$ cat config.mk
export PLATFORM = sky130hd
export DESIGN_NAME = complex_divider
export DESIGN_NICKNAME = d
export VERILOG_FILES = /design/src/rtl/complex_divider.sv
export SDC_FILE = /design/constraint.sdc
export NUM_CORES = 2
export LEC_CHECK = 0
export CORE_MARGIN = 3
export CORE_UTILIZATION = 30
export DETAILED_ROUTE_END_ITERATION = 8
export DONT_BUFFER_PORTS = 1
export GPL_TIMING_DRIVEN = 0
export PLACE_DENSITY = 0.51
export SYNTH_ARGS = -nofsm -noshare
export SYNTH_HDL_FRONTEND = slang
export SYNTH_SLANG_ARGS = --single-unit
$ cat constraint.sdc
create_clock -name Clk -period 6.31 [get_ports Clk]
set_input_delay 1.262 -clock Clk [delete_from_list [all_inputs] [get_ports Clk]]
set_output_delay 1.262 -clock Clk [all_outputs]
set_load 0.01 [all_outputs]
$ cat src/rtl/complex_divider.sv
// Complex divider: q = (x + jy) / (c + jd), computed as two parallel restoring divisions of
// the real and imaginary numerator magnitudes by D = c*c + d*d, one quotient bit per cycle.
// Results are truncated toward zero and saturated to signed 8 bits; D = 0 yields 0x7F7F
// with DivZero set.
module complex_divider (
  input  logic        Clk,
  input  logic        Reset,
  input  logic        InValid,
  output logic        InReady,
  input  logic [33:0] Dividend,
  input  logic [15:0] Divisor,
  output logic        OutValid,
  input  logic        OutReady,
  output logic [15:0] Quotient,
  output logic        DivZero
);

  typedef enum logic [1:0] {StIdle, StPrep, StDiv, StDone} state_e;

  localparam logic [4:0] LastIter = 5'd24;

  state_e state_q, state_d;

  // Captured operands
  logic signed [16:0] x_q, y_q;
  logic signed [7:0]  c_q, d_q;

  // PREP takes two cycles: products first, then magnitudes/signs from the registered
  // numerators, so the D = 0 decision also works from a registered D.
  logic               prep_q;

  logic signed [25:0] num_re_q, num_im_q;
  logic [15:0]        den_q;
  logic               neg_re_q, neg_im_q;
  logic [24:0]        sh_re_q, sh_im_q;
  logic [15:0]        rem_re_q, rem_im_q;
  logic [24:0]        quo_re_q, quo_im_q;
  logic [4:0]         count_q;
  logic [15:0]        quotient_q;
  logic               div_zero_q;

  // Numerator / denominator arithmetic on the captured operands
  logic signed [25:0] xe, ye, ce, de;
  logic signed [25:0] nr_c, ni_c;
  logic signed [15:0] c16, d16;
  logic [15:0]        den_c;
  logic [24:0]        mag_re_c, mag_im_c;

  // Products and magnitudes; magnitudes need 25 bits since |num| can reach exactly 2^24
  always_comb begin
    xe    = {{9{x_q[16]}}, x_q};
    ye    = {{9{y_q[16]}}, y_q};
    ce    = {{18{c_q[7]}}, c_q};
    de    = {{18{d_q[7]}}, d_q};
    nr_c  = xe * ce + ye * de;
    ni_c  = ye * ce - xe * de;
    c16   = {{8{c_q[7]}}, c_q};
    d16   = {{8{d_q[7]}}, d_q};
    den_c = c16 * c16 + d16 * d16;
    mag_re_c = num_re_q[25] ? (~num_re_q[24:0] + 25'd1) : num_re_q[24:0];
    mag_im_c = num_im_q[25] ? (~num_im_q[24:0] + 25'd1) : num_im_q[24:0];
  end

  // One restoring-division step for each part
  logic [16:0] trial_re, trial_im, diff_re, diff_im;
  logic        ge_re, ge_im;
  logic [15:0] rem_re_c, rem_im_c;
  logic [24:0] quo_re_c, quo_im_c;

  // Shift in the next numerator bit, subtract D when it fits
  always_comb begin
    trial_re = {rem_re_q, sh_re_q[24]};
    trial_im = {rem_im_q, sh_im_q[24]};
    diff_re  = trial_re - {1'b0, den_q};
    diff_im  = trial_im - {1'b0, den_q};
    ge_re    = trial_re >= {1'b0, den_q};
    ge_im    = trial_im >= {1'b0, den_q};
    rem_re_c = ge_re ? diff_re[15:0] : trial_re[15:0];
    rem_im_c = ge_im ? diff_im[15:0] : trial_im[15:0];
    quo_re_c = {quo_re_q[23:0], ge_re};
    quo_im_c = {quo_im_q[23:0], ge_im};
  end

  // Apply sign to an unsigned magnitude and clamp to [-128, 127]
  function automatic logic [7:0] sat_q(input logic neg, input logic [24:0] mag);
    logic [7:0] r;
    if (mag == 25'd0) begin
      r = 8'h00;
    end else if (!neg) begin
      r = (mag > 25'd127) ? 8'h7F : mag[7:0];
    end else begin
      r = (mag > 25'd128) ? 8'h80 : (~mag[7:0] + 8'd1);
    end
    return r;
  endfunction

  // State register
  always_ff @(posedge Clk) begin
    if (Reset) state_q <= StIdle;
    else       state_q <= state_d;
  end

  // Next state and handshake outputs
  always_comb begin
    state_d  = state_q;
    InReady  = 1'b0;
    OutValid = 1'b0;
    case (state_q)
      StIdle: begin
        InReady = 1'b1;
        if (InValid) state_d = StPrep;
      end
      StPrep: begin
        if (prep_q) state_d = (den_q == 16'd0) ? StDone : StDiv;
      end
      StDiv: begin
        if (count_q == LastIter) state_d = StDone;
      end
      StDone: begin
        OutValid = 1'b1;
        if (OutReady) state_d = StIdle;
      end
      default: state_d = StIdle;
    endcase
  end

  // Datapath: capture, prepare, iterate, register the signed saturated result
  always_ff @(posedge Clk) begin
    if (Reset) begin
      x_q        <= '0;
      y_q        <= '0;
      c_q        <= '0;
      d_q        <= '0;
      prep_q     <= 1'b0;
      num_re_q   <= '0;
      num_im_q   <= '0;
      den_q      <= '0;
      neg_re_q   <= 1'b0;
      neg_im_q   <= 1'b0;
      sh_re_q    <= '0;
      sh_im_q    <= '0;
      rem_re_q   <= '0;
      rem_im_q   <= '0;
      quo_re_q   <= '0;
      quo_im_q   <= '0;
      count_q    <= '0;
      quotient_q <= '0;
      div_zero_q <= 1'b0;
    end else begin
      case (state_q)
        StIdle: begin
          prep_q <= 1'b0;
          if (InValid) begin
            x_q <= Dividend[33:17];
            y_q <= Dividend[16:0];
            c_q <= Divisor[15:8];
            d_q <= Divisor[7:0];
          end
        end
        StPrep: begin
          if (!prep_q) begin
            num_re_q <= nr_c;
            num_im_q <= ni_c;
            den_q    <= den_c;
            prep_q   <= 1'b1;
          end else begin
            neg_re_q <= num_re_q[25];
            neg_im_q <= num_im_q[25];
            sh_re_q  <= mag_re_c;
            sh_im_q  <= mag_im_c;
            rem_re_q <= '0;
            rem_im_q <= '0;
            quo_re_q <= '0;
            quo_im_q <= '0;
            count_q  <= '0;
            prep_q   <= 1'b0;
            if (den_q == 16'd0) begin
              quotient_q <= 16'h7F7F;
              div_zero_q <= 1'b1;
            end
          end
        end
        StDiv: begin
          sh_re_q  <= {sh_re_q[23:0], 1'b0};
          sh_im_q  <= {sh_im_q[23:0], 1'b0};
          rem_re_q <= rem_re_c;
          rem_im_q <= rem_im_c;
          quo_re_q <= quo_re_c;
          quo_im_q <= quo_im_c;
          count_q  <= count_q + 5'd1;
          if (count_q == LastIter) begin
            quotient_q <= {sat_q(neg_re_q, quo_re_c), sat_q(neg_im_q, quo_im_c)};
            div_zero_q <= 1'b0;
          end
        end
        default: ;
      endcase
    end
  end

  assign Quotient = quotient_q;
  assign DivZero  = div_zero_q;

endmodule

-- Word level (Yosys, flattened, before mapping)
Cells that the tools add are included.
- input port bits: 54
- output and inout port bits: 19
- register bits: 275
- reduce and logical (&&, ||, !) cells: 12
- equal/unequal tests: 9
- $lt $le $gt $ge: 6
- muxes and demuxes: 42
- bitwise logic cells: 5
- $mul: 6
- add/subtract/negate cells: 10
- operators by type and width (kind ; number):
    $mul A17 B8 Y25 ; 4
    $mux W25 ; 4
    $pmux W25 S2 ; 2
    $mux W16 ; 6
    $pmux W16 S2 ; 3
    $pmux W24 S2 ; 2
    $mux W8 ; 8
    $add A25 B1 Y25 const B ; 2
    $gt A25 B7 Y1 const B ; 2
    $gt A25 B8 Y1 const B ; 2
    $logic_not A25 Y1 ; 2
    $not A25 Y25 ; 2
    $ge A17 B16 Y1 ; 2
    $mul A8 B8 Y16 ; 2
    $sub A16 B16 Y16 ; 2
    $add A25 B25 Y26 ; 1
    $sub A25 B25 Y26 ; 1
    $mux W24 ; 1
    $add A16 B16 Y16 ; 1
    $add A8 B1 Y8 const B ; 2
    $logic_not A16 Y1 ; 1
    $not A8 Y8 ; 2
    $ne A2 B2 Y1 const B ; 5
    $pmux W5 S2 ; 1
    other kinds (14) ; 30

-- Longest topological paths before layout
- depth in word-level cells: 8
- mapped depth: 24
- depth with buffers taken out: 22

-- Worst setup path after synthesis
OpenSTA, ideal clock, no wires.
- path type: flip-flop to flip-flop
- start: reg c_q[3]
- end: reg num_im_q[25]
- library setup time: 131 ps
- data required time: 6179 ps
- slack: 275 ps
- stages on the path, launching flop included: 22
- path buffers: 2
- clock period less this slack: 6035 ps
- arrival: 5904 ps
- cells stage by stage: dfxtp_1 > clkbuf_1 > clkbuf_1 > nand2_1 > fa_1 > fa_1 > fa_1 > inv_1 > fa_1 > fa_1 > inv_1 > fa_1 > inv_1 > ha_1 > a21oi_1 > o211ai_1 > o211ai_1 > a21bo_2 > a221o_1 > a22oi_2 > and3_1 > nor4_2
- cells in the longest elaborated chain, start to end: 2
- ends and longest elaborated chain (element ; line ; text):
    from (decl) ; 26 ; logic signed [7:0] c_q, d_q;
    from (signal assigned) ; 156 ; c_q <= Divisor[15:8];
    $mul A17 B8 Y25 ; 56 ; ni_c = ye * ce - xe * de;
    $sub A25 B25 Y26 ; 56 ;
    to (signal assigned) ; 163 ; num_im_q <= ni_c;
    to (decl) ; 32 ; logic signed [25:0] num_re_q, num_im_q;
No other way between the ends.
A chain may end at the register's enable or synchronous reset.

-- Worst setup path after layout
- start: reg d_q[5]
- end: reg num_re_q[23]
- cells in the longest elaborated chain, start to end: 2
- ends and longest elaborated chain (element ; line ; text):
    from (decl) ; 26 ;
    from (signal assigned) ; 157 ; d_q <= Divisor[7:0];
    $mul A17 B8 Y25 ; 55 ; nr_c = xe * ce + ye * de;
    $add A25 B25 Y26 ; 55 ;
    to (signal assigned) ; 162 ; num_re_q <= nr_c;
    to (decl) ; 32 ;
No other way between the ends.

==> impl_metrics.sql <==
INSERT INTO impl_metrics (metric_group, metric, value, unit) VALUES
('run_status', 'status', 'finished, final reports clean', ''),
('drt', 'detail_route.first_pass.iterations', '7', ''),
('timing', 'tightest_slew', '1380', 'ps'),
('yosys', 'synth_area_leaders', 'fa_1, dfxtp_1, ha_1', ''),
('worst_setup_path', 'crit_path_start_kind', 'flip-flop', ''),
('yosys', 'post_synth_inst_count', '4351', ''),
('timing', 'maxSlewViolCount', '0', ''),
('pwr', 'power.switching', '13200', 'uW'),
('clock_tree', 'cts_tree', 'yes', ''),
('worst_setup_path', 'regToRegStartpoint', 'd_q[5]', ''),
('global_route', 'grt_first_pass_wirelength', '192000', 'microns'),
('final_layout', 'nets', '5390', ''),
('timing', 'fmax', '0.161', 'GHz'),
('drt', 'detailroute.via_count', '30129', ''),
('worst_setup_path', 'reg2regPathDepth', '19', ''),
('pwr', 'clockPowerShare', '8.9', '%'),
('yosys', 'synth_flop_cell', 'dfxtp_1', ''),
('global_route', 'first_global_vias', '30710', ''),
('yosys', 'synth-edff-count', '0', ''),
('die', 'floorplan.die_area', '129000', 'sq um'),
('clock_tree', 'cts_max_level', '2', ''),
('die', 'die-width', '359', 'microns'),
('global_route', 'pin_count_of_the_biggest_net_entering_global_routing', '15', ''),
('pwr', 'total_leakage_power', '0.0187', 'uW'),
('worst_hold_path', 'hold_path.class', 'reg -> reg', ''),
('yosys', 'post_synthesis_instance_area', '37400', 'sq um'),
('yosys', 'synth.avg_cell_area', '8.60', 'sq um'),
('pwr', 'worst_ir_drop_vdd', '652', 'uV'),
('die', 'initial_utilization', '30.5', '%'),
('final_layout', 'layout.filler_cells', '12813', ''),
('place', 'place.gp.congestion', '0.909', ''),
('timing', 'relSlewSlack', '7.91', '%'),
('timing', 'timing.final.crit_share', '98.4', '%'),
('yosys', 'synth_largest_area_cell', 'fa_1', ''),
('pwr', 'total_power', '23700', 'uW'),
('clock_tree', 'cts_made_buffers', '34', ''),
('clock_tree', 'cts_hold_repair.buffers', '0', ''),
('drt', 'detail_route.wl_per_cell', '20.9', 'microns'),
('clock_tree', 'clkSinkCount', '275', ''),
('pwr', 'share_seq_of_total_power', '10.9', '%'),
('clock_tree', 'cts_root_buffer', 'clkbuf_16', ''),
('yosys', 'yosysMostFrequentCell', 'inv_1', ''),
('worst_hold_path', 'timing.hold.worst_path_depth', '2', ''),
('global_route', 'grt_usage', '19.7', '%'),
('pwr', 'p_comb_share', '80.2', '%'),
('global_route', 'grt_use_met3', '3.09', '%'),
('drt', 'dr.first_iter.drc_count', '2187', ''),
('die', 'std_cell_rows', '128', ''),
('worst_setup_path', 'data_arrival_at_the_endpoint_of_the_critical_path', '6660', 'ps'),
('worst_hold_path', 'source_of_the_worst_hold_timing_path', 'sh_re_q[15]', ''),
('place', 'detailedPlacementHpwl', '102000', 'microns'),
('global_route', 'grtUsageMet2', '32.5', '%'),
('timing', 'final_hold_viol_count', '0', ''),
('worst_setup_path', 'critical_path_capture_point_type', 'flip-flop', ''),
('timing', 'number_of_failing_setup_endpoints_in_the_final_timing_report', '0', ''),
('yosys', 'synth-seq-area-share', '14.7', '%'),
('clock_tree', 'worst_setup_hold_path_clk_slew', '60', 'ps'),
('worst_setup_path', 'ff2ff_setup_slack', '100', 'ps'),
('worst_hold_path', 'worstHoldEndpoint', 'sh_re_q[15]', ''),
('clock_tree', 'cts_buffer_depth', '3', ''),
('pwr', 'power.internal', '10500', 'uW'),
('yosys', 'synth_top_area_share', '34.8', '%'),
('yosys', 'async_flop_share', '0', '%'),
('worst_setup_path', 'timing.critical_path.required', '6760', 'ps'),
('final_layout', 'drive_above_1_share', '9.03', '%'),
('yosys', 'synth.ff_latch_count', '275', ''),
('pwr', 'ratio_of_total_power_to_cell_area', '554', 'nW/um^2'),
('pwr', 'switching_share', '55.7', '%'),
('drt', 'drcViolationCount', '0', ''),
('drt', 'postRouteWirelength', '127000', 'microns'),
('worst_setup_path', 'setup.worst_path.class', 'reg -> reg', '');
## stage by stage
stage / instance area, sq um / utilization (%) / TNS [ps] / hold slack, ps / cells
finish: 42700 / 34.7 / 0 / 446 / 6088
global route: 42700 / 34.7 / -51.7 / 472 / 6088
CTS: 41700 / 34.0 / -1.06 / 448 / 6044
detailed placement: 39500 / 32.1 / -62770 / 441 / 5976
global placement: 39500 / 32.1 / -62360 / 438 / 5976
floorplan: 37400 / - / 0 / 427 / 4351
## layout make-up
type                       count  area, sq um  area share [%]
clock buffer                  41          917            2.15
inverter                     796         3010            7.06
buffer                       215         1710            4.00
tap                         1625         2030            4.76
clock inverter                20          272           0.636
multi-input combinational   3059        28600            67.0
timing repair buffer          57          495            1.16
sequential                   275         5660            13.3
## kinds of logic after synthesis
kind of cell / after synthesis / synth area share (%)
buffers and inverters: 1017 / 10.2
flip-flops: 275 / 14.7
adder cells (fa/ha/maj): 898 / 43.0
AO/OA/AOI/OAI: 620 / 10.6
multiplexers: 25 / 0.672
XOR/XNOR: 156 / 3.65
AND/OR/NAND/NOR: 1360 / 17.1
## placed cells by master (no fill, tap or decap), types with 13 or more instances in the layout
cell type  netlist  final
a2111oi_0       14     13
a211oi_1        25     22
a21o_1          34     34
a21oi_1        226    218
a22oi_1         52     52
a31oi_1         15     14
and2_1         292    286
and3_1          14     13
buf_4            2     73
buf_6            1     24
buf_8            0     14
clkbuf_1       203    100
clkbuf_16        0     44
clkbuf_8         0     18
dfxtp_1        275    225
dfxtp_2          0     14
dfxtp_4          0     36
fa_1           650    638
ha_1           248    230
inv_1          791    774
inv_2            2     18
mux2i_1         24     24
nand2_1        614    613
nand2b_1        33     33
nand3_1         30     30
nand4_1         16     16
nor2_1         222    214
nor3_1          56     55
nor4_1          15     15
o211ai_1        34     34
o21ai_0        105     97
o21ai_1          9     13
o31ai_1         15     14
or3_1           13     13
xnor2_1         85     80
xor2_1          71     67
## power by group through the flow
stage / Combinational [uW] / Sequential [uW] / Clock [uW]
2_1_floorplan: 11300 / 2330 / 0
3_5_place_dp: 17000 / 2560 / 0
3_3_place_gp: 17000 / 2560 / 0
4_1_cts: 18000 / 2550 / 2160
5_1_grt: 20700 / 2610 / 2220
6_report: 19000 / 2580 / 2100
## what timing repair did
action | in CTS | in global routing
resized for setup | 344 | 235
setup buffers | 11 | 42
pin swaps | 15 | 74
endpoints found under the setup margin | 46 | 29
cloned | 0 | 4
## layer usage
layer  up-vias  share of wire [%]
li1      13763                  -
met1     15226                 42
met2       939                 47
met3       201                6.7
met4         0                4.2
met5         -                  0
## worst max-delay path: stages (launching register included)
cell      delay [ps]
dfxtp_2          440
buf_2            360
and2_1           220
fa_1             410
fa_1             490
fa_1             550
fa_1             460
fa_1             490
inv_1             50
fa_1             470
inv_1             40
ha_2             300
and3_1           220
and3_1           190
a211oi_1         190
a21bo_2          310
a31oi_4          300
a21oi_1          160
xnor2_2          290
o21ai_0          110
## state kept, by name (all words and copies together) (netlist names)
signal	flops
neg_re_q	1
num_im_q	26
count_q	5
Quotient	16
sh_re_q	25
den_q	16
sh_im_q	25
num_re_q	26
y_q	17
DivZero	1
quo_im_q	24
d_q	8
prep_q	1
c_q	8
x_q	17
quo_re_q	24
neg_im_q	1
state_q	2
rem_im_q	16
rem_re_q	16
## worst max path at each step
stage               startpoint           end  slack [ps]  cells after the start
floorplan               c_q[3]  num_im_q[25]         280                     21
global placement        d_q[7]  num_im_q[17]       -2030                     21
detailed placement      d_q[7]  num_re_q[25]       -2040                     20
CTS                     d_q[0]  num_im_q[24]          -1                     19
global route            d_q[0]  num_im_q[25]         -20                     21
finish                  d_q[5]  num_re_q[23]         100                     19
No activity file was read; power rests on OpenSTA's default activity.
